**src/rtl/ps2_pkg.sv**
```systemverilog
`default_nettype none
// ============================================================================
//  Module   : ps2_pkg
//  Purpose  : Shared constants for the PS/2 device-to-host receiver:
//             frame geometry, default filter/timeout settings and the
//             receiver FSM state encoding.
//  Revision : 1.0 - initial release
// ============================================================================
package ps2_pkg;

    // Frame geometry: start + 8 data (LSB first) + odd parity + stop.
    localparam int PS2_DATA_BITS  = 8;
    localparam int PS2_FRAME_BITS = 11;

    // Defaults: 8-sample glitch filter, 1 ms inter-edge timeout at 50 MHz.
    localparam int PS2_FILTER_LEN_DEF = 8;
    localparam int PS2_TIMEOUT_DEF    = 50000;

    // Receiver FSM state encoding.
    localparam logic [1:0] c_ST_IDLE   = 2'd0;
    localparam logic [1:0] c_ST_DATA   = 2'd1;
    localparam logic [1:0] c_ST_PARITY = 2'd2;
    localparam logic [1:0] c_ST_STOP   = 2'd3;

    // Odd parity holds when data plus parity bit carry an odd number of ones.
    function automatic logic odd_parity_ok(input logic [PS2_DATA_BITS-1:0] data,
                                           input logic                     par);
        return ^{data, par};
    endfunction

endpackage
`default_nettype wire

```
**src/rtl/ps2_line_filter.sv**
```systemverilog
`default_nettype none
// ============================================================================
//  Module   : ps2_line_filter
//  Purpose  : Brings one raw PS/2 line into the clk domain (2-FF
//             synchroniser) and removes glitches with a saturating run-length
//             filter: the output only changes once FILTER_LEN consecutive
//             synchronised samples disagree with it.
//  Ports    : clk     - system clock
//             rst_n   - synchronous active-low reset (output resets to 1)
//             i_line  - raw asynchronous line
//             o_line  - synchronised, filtered line
//  Revision : 1.0 - initial release
// ============================================================================
module ps2_line_filter #(
    parameter int FILTER_LEN = 8
) (
    input  logic clk,
    input  logic rst_n,
    input  logic i_line,
    output logic o_line
);

    localparam int             c_CW       = (FILTER_LEN > 2) ? $clog2(FILTER_LEN) : 1;
    localparam logic [c_CW-1:0] c_CNT_LAST = c_CW'(FILTER_LEN - 1);

    logic [1:0]      r_sync;
    logic            r_filt;
    logic [c_CW-1:0] r_cnt;

    always_ff @(posedge clk) begin
        if (!rst_n) begin
            r_sync <= 2'b11;
            r_filt <= 1'b1;
            r_cnt  <= '0;
        end else begin
            r_sync <= {r_sync[0], i_line};
            if (r_sync[1] == r_filt) begin
                // Any agreeing sample restarts the run.
                r_cnt <= '0;
            end else if (r_cnt == c_CNT_LAST) begin
                // This is the FILTER_LEN-th disagreeing sample in a row.
                r_filt <= r_sync[1];
                r_cnt  <= '0;
            end else begin
                r_cnt <= r_cnt + 1'b1;
            end
        end
    end

    assign o_line = r_filt;

endmodule
`default_nettype wire

```
**src/rtl/ps2_frame_rx.sv**
```systemverilog
`default_nettype none
// ============================================================================
//  Module   : ps2_frame_rx
//  Purpose  : PS/2 device-to-host frame receiver. Filters SCL/SDA, detects
//             falling SCL edges, deserialises 11-bit frames and reports each
//             good byte or a parity/framing/timeout error with a one-cycle
//             registered pulse.
//  Ports    : CLOCK      - system clock
//             RESET      - synchronous active-low reset
//             SCL, SDA   - raw PS/2 clock and data lines
//             RX_DATA    - last correctly received byte (held)
//             DATA_VALID - pulse, RX_DATA just updated
//             PARITY_ERR - pulse, frame rejected on parity
//             FRAME_ERR  - pulse, bad stop bit or inter-edge timeout
//  Revision : 1.0 - initial release
// ============================================================================
module ps2_frame_rx
    import ps2_pkg::*;
#(
    parameter int FILTER_LEN     = PS2_FILTER_LEN_DEF,
    parameter int TIMEOUT_CYCLES = PS2_TIMEOUT_DEF
) (
    input  logic       CLOCK,
    input  logic       RESET,
    input  logic       SCL,
    input  logic       SDA,
    output logic [7:0] RX_DATA,
    output logic       DATA_VALID,
    output logic       PARITY_ERR,
    output logic       FRAME_ERR
);

    localparam logic [2:0]  c_LAST_BIT = 3'(PS2_DATA_BITS - 1);
    localparam logic [15:0] c_TO_LAST  = 16'(TIMEOUT_CYCLES - 1);

    logic                     w_scl_f;
    logic                     w_sda_f;
    logic                     r_scl_d;
    logic                     w_edge;
    logic [1:0]               r_state;
    logic [1:0]               w_state_nxt;
    logic [2:0]               r_bit_cnt;
    logic [PS2_DATA_BITS-1:0] r_shift;
    logic                     r_par_bit;
    logic [15:0]              r_to_cnt;
    logic                     w_timeout;
    logic                     w_frame_done;
    logic                     w_par_ok;
    logic                     w_dv_nxt;
    logic                     w_perr_nxt;
    logic                     w_ferr_nxt;

    ps2_line_filter #(.FILTER_LEN(FILTER_LEN)) u_scl_filter (
        .clk    (CLOCK),
        .rst_n  (RESET),
        .i_line (SCL),
        .o_line (w_scl_f)
    );

    ps2_line_filter #(.FILTER_LEN(FILTER_LEN)) u_sda_filter (
        .clk    (CLOCK),
        .rst_n  (RESET),
        .i_line (SDA),
        .o_line (w_sda_f)
    );

    // Falling edge of the filtered clock; SDA is taken from the same cycle.
    assign w_edge = r_scl_d & ~w_scl_f;

    // Timeout only fires in a cycle without an edge, so it never collides
    // with frame evaluation.
    assign w_timeout = (r_state != c_ST_IDLE) && !w_edge && (r_to_cnt == c_TO_LAST);

    // ---------------- FSM: state register ----------------
    always_ff @(posedge CLOCK) begin
        if (!RESET) begin
            r_state <= c_ST_IDLE;
        end else begin
            r_state <= w_state_nxt;
        end
    end

    // ---------------- FSM: next state ----------------
    always_comb begin
        w_state_nxt = r_state;
        case (r_state)
            c_ST_IDLE: begin
                if (w_edge && !w_sda_f) w_state_nxt = c_ST_DATA;
            end
            c_ST_DATA: begin
                if (w_timeout)                              w_state_nxt = c_ST_IDLE;
                else if (w_edge && r_bit_cnt == c_LAST_BIT) w_state_nxt = c_ST_PARITY;
            end
            c_ST_PARITY: begin
                if (w_timeout)   w_state_nxt = c_ST_IDLE;
                else if (w_edge) w_state_nxt = c_ST_STOP;
            end
            c_ST_STOP: begin
                if (w_timeout || w_edge) w_state_nxt = c_ST_IDLE;
            end
            default: w_state_nxt = c_ST_IDLE;
        endcase
    end

    // ---------------- FSM: outputs (registered below) ----------------
    always_comb begin
        w_frame_done = (r_state == c_ST_STOP) && w_edge;
        w_par_ok     = odd_parity_ok(r_shift, r_par_bit);
        w_dv_nxt     = w_frame_done && w_par_ok && w_sda_f;
        // Parity failure takes precedence over a bad stop bit.
        w_perr_nxt   = w_frame_done && !w_par_ok;
        w_ferr_nxt   = (w_frame_done && w_par_ok && !w_sda_f) || w_timeout;
    end

    // ---------------- Datapath: shift register, parity, timeout ----------------
    always_ff @(posedge CLOCK) begin
        if (!RESET) begin
            r_scl_d   <= 1'b1;
            r_bit_cnt <= '0;
            r_shift   <= '0;
            r_par_bit <= 1'b0;
            r_to_cnt  <= '0;
        end else begin
            r_scl_d <= w_scl_f;

            if (r_state == c_ST_IDLE || w_edge || w_timeout) begin
                r_to_cnt <= '0;
            end else begin
                r_to_cnt <= r_to_cnt + 16'd1;
            end

            if (w_edge) begin
                case (r_state)
                    c_ST_IDLE: begin
                        r_bit_cnt <= '0;
                        r_shift   <= '0;
                    end
                    c_ST_DATA: begin
                        r_shift[r_bit_cnt] <= w_sda_f;
                        r_bit_cnt          <= r_bit_cnt + 3'd1;
                    end
                    c_ST_PARITY: begin
                        r_par_bit <= w_sda_f;
                    end
                    default: ;
                endcase
            end
        end
    end

    // ---------------- Output registers ----------------
    always_ff @(posedge CLOCK) begin
        if (!RESET) begin
            RX_DATA    <= 8'h00;
            DATA_VALID <= 1'b0;
            PARITY_ERR <= 1'b0;
            FRAME_ERR  <= 1'b0;
        end else begin
            DATA_VALID <= w_dv_nxt;
            PARITY_ERR <= w_perr_nxt;
            FRAME_ERR  <= w_ferr_nxt;
            if (w_dv_nxt) RX_DATA <= r_shift;
        end
    end

endmodule
`default_nettype wire
```
**config.mk**
```make
export PLATFORM = sky130hd
export DESIGN_NAME = ps2_frame_rx
export DESIGN_NICKNAME = d
export VERILOG_FILES = /design/src/rtl/ps2_pkg.sv /design/src/rtl/ps2_line_filter.sv /design/src/rtl/ps2_frame_rx.sv
export SDC_FILE = /design/constraint.sdc
export NUM_CORES = 1
export LEC_CHECK = 0
export CORE_ASPECT_RATIO = 0.75
export CORE_MARGIN = 2
export CORE_UTILIZATION = 45
export CTS_CLUSTER_DIAMETER = 30
export CTS_CLUSTER_SIZE = 14
export DETAILED_ROUTE_END_ITERATION = 12
export GPL_ROUTABILITY_DRIVEN = 0
export GPL_TIMING_DRIVEN = 0
export SYNTH_ARGS = -nofsm -noshare
export SYNTH_HDL_FRONTEND = slang
export SYNTH_HIERARCHICAL = 1
export SYNTH_SLANG_ARGS = --single-unit
```
**constraint.sdc**
```tcl
create_clock -name CLOCK -period 2.4 [get_ports CLOCK]
set_input_delay 0.72 -clock CLOCK [delete_from_list [all_inputs] [get_ports CLOCK]]
set_output_delay 0.72 -clock CLOCK [all_outputs]
set_load 0.02 [all_outputs]
```
==> flow_metrics.py <==
metrics = {
    "run_status": {
        "outcome": "finished, final reports clean",
    },
    "logic_synthesis": {
        "netlist_area_sq_mm": 0.00246,
        "syn_inst": 259,
        "synth.most_common_cell": "dfxtp_1",
        "syn_area_per_cell_sq_um": 9.48,
        "synth_edf_count": 0,
        "async_flop_share_pct": 0,
        "yosysSeqAreaShare_pct": 44.0,
        "synth_area_leader_cell": "dfxtp_1",
        "synthDistinctLibCells": 47,
        "ys.flop_type": "dfxtp_1",
        "syn_nets": 270,
        "synth-seq-cells": 54,
        "yosys_warnings": 6,
        "synth_top_area_share_pct": 44.0,
        "synth_commonest_cells": "dfxtp_1 (54), nand2_1 (27), nor2_1 (23)",
        "synth.area.top_cells": "dfxtp_1 (44%), mux2i_1 (4.5%), xnor2_1 (4.3%)",
    },
    "routing": {
        "ant_nets": 0,
        "firstDrtPassIters": 4,
        "drt-wirelength-per-cell_microns": 12.7,
        "finalWirelength_microns": 4530,
        "viasPerCell": 5.07,
        "vias": 1806,
        "drcViolationCount": 0,
        "drt_iter0_drc": 82,
    },
    "grt": {
        "gr-total-overflow": 0,
        "track_usage_pct": 17.0,
        "grt_pass1_wl_microns": 7870,
        "grt_pass1_vias": 1689,
        "antenna_found_initial": 0,
        "grt_max_degree": 17,
    },
    "clocking": {
        "clock_latency_ns": 0.31,
        "clk_pin_slew_ns": 0.10,
        "cts_sinks": 54,
        "numCtsBuffers": 5,
        "cts-root-buf": "clkbuf_8",
        "clock_path_buffers": 2,
        "post-cts-setup-buffers": 0,
        "cts_max_level": 2,
        "tritoncts": "done",
    },
    "critical_path": {
        "crit_arrival_ns": 2.39,
        "path_buf_inv": 3,
        "timing.rr.end": "r_to_cnt[14]",
        "cp_max_fo": 10,
        "max_stage_delay_ns": 0.60,
        "critPathSlowestCell": "clkdlybuf4s50_1",
        "reg2reg_slack_ns": 0.36,
        "start_kind": "input port",
        "cp_cell_sequence": "clkdlybuf4s50_1, clkbuf_1, clkbuf_1, nand2_1, mux2i_1",
        "cp_common_cell": "clkbuf_1",
        "cp-end-kind": "register",
        "cp.required_ns": 2.64,
        "critical_path_class": "input port to register",
        "cp_top_family": "buffers and inverters",
        "rr_startpoint": "r_to_cnt[0]",
        "worst-r2r-cell-count": 6,
    },
    "sta": {
        "rsz0062_at_grt": "false",
        "fmax_ghz": 0.465,
        "tightest_slew_ns": 0.452,
        "min_period_ns": 2.15,
        "hold-worst-slack_ns": 0.416,
        "setup_viol": 0,
        "slew-limit-headroom_pct": 69.2,
        "hold_viol": 0,
        "clock_skew_ns": 0.00293,
        "post-route-period-util_pct": 89.5,
        "slew_viol_final": 0,
    },
    "floorplan": {
        "core-area_sq_mm": 0.00530,
        "ioPinCount": 15,
        "initial_core_util_pct": 46.4,
        "dieArea_sq_mm": 0.00607,
        "die_w_microns": 89.3,
        "fp-row-count": 23,
        "dieHeight_microns": 68.0,
    },
    "power_and_ir_drop": {
        "powerDensity_mw_per_mm2": 549,
        "p_total_uw": 1540,
        "peakVddDrop_mv": 0.310,
        "p_leak_uw": 0.000940,
    },
    "finish": {
        "utilization_pct": 52.9,
        "instances_no_fill": 356,
        "syn2layout_area_growth_pct": 14.0,
        "fin_area_sq_mm": 0.00280,
        "multi_input_area_sq_mm": 0.00130,
        "antenna_cells": 0,
        "ff_latch_area_sq_mm": 0.00108,
        "drive_gt1_share_pct": 5.34,
        "fill_cells": 524,
        "final_nets": 291,
    },
    "placement": {
        "dp.cells": 348,
        "portBuffers": 14,
        "place_area_sq_mm": 0.00269,
        "dpl.hpwl_microns": 3220,
    },
    "job": {
        "cap_violations": 0,
    },
    "hold_path": {
        "hold_path_end": "u_scl_filter/r_sync[1]",
        "hp-class": "register to register",
        "hold_depth": 1,
        "min-delay-start": "u_scl_filter/r_sync[0]",
    },
}
-- how the worst max path moves through the flow --
stage	end	from	cells past startpoint	slack, ns
after floorplan	r_to_cnt[13]	r_to_cnt[10]	5	0.61
after global placement	RX_DATA[4]	RESET	5	-0.08
after detailed placement	RX_DATA[5]	RESET	5	-0.1
after CTS	RX_DATA[5]	RESET	5	0.22
after global routing	RX_DATA[5]	RESET	5	0.04
final	RX_DATA[5]	RESET	5	0.25
-- final cells by class --
class                   instances  area share (%)
plain buffers                  12            1.92
clock buffers                   5            2.46
clock inverters                 3            1.43
inverters                       6           0.804
multi-input cells             187            46.4
flip-flops and latches         54            38.6
well taps                      75            3.35
repair buffers                 14            5.00
-- what timing repair did --
| item | CTS | global route |
|---|---|---|
| hold buffers | 0 | 0 |
| resized for setup | 0 | 2 |
| setup endpoints to repair | 0 | 1 |
-- per-stage QoR --
step | setup WS [ns] | setup TNS, ns
3_5_place_dp | -0.0983 | -1.08
3_3_place_gp | -0.0821 | -0.860
2_1_floorplan | 0.605 | 0
4_1_cts | 0.219 | 0
5_1_grt | 0.0391 | 0
6_report | 0.251 | 0
-- cell usage in the layout, fill, tap and decap left out, types with 6 or more instances in the layout --
cell	synthesis	layout
clkbuf_1	11	10
inv_1	6	6
mux2i_1	11	11
nand2b_1	6	6
xor2_1	7	7
o21ai_0	7	7
xnor2_1	12	12
clkdlybuf4s50_1	0	14
dfxtp_1	54	54
nor2_1	23	23
ha_1	7	7
a21boi_0	7	7
nand2_1	27	27
nand3_1	8	8
-- registers in the layout (all words and copies together), names as in the netlist --
name,flops
r_to_cnt,16
RX_DATA,8
r_shift,8
r_bit_cnt,3
u_scl_filter/r_cnt,3
u_sda_filter/r_cnt,3
r_state,2
u_scl_filter/r_sync,2
u_sda_filter/r_sync,2
DATA_VALID,1
FRAME_ERR,1
PARITY_ERR,1
r_par_bit,1
r_scl_d,1
u_scl_filter/o_line,1
u_sda_filter/o_line,1
-- where the power goes --
group          switching (uW)  internal (uW)
clock                     302            308
combinational            14.9           11.3
sequential               1.54            899
-- kinds of logic after synthesis --
group / after synthesis / share of synthesized area [%]
muxes: 13 / 5.86
and+or+nand+nor: 114 / 25.6
xor gates and xnor gates: 21 / 8.61
AOI/OAI and AO/OA: 32 / 9.27
buffers and inverters: 18 / 3.06
DFF: 54 / 44.0
adders and majority gates: 7 / 3.57
-- routing by layer --
layer	vias to the layer above	GRT usage, %	part of all wire, %
met4	0	5.97	1.4
met5	-	0	0
met2	21	23.7	39
met1	846	24.6	55
met3	4	5.43	3.8
li1	935	-	-
(Power assumes the default switching activity.)
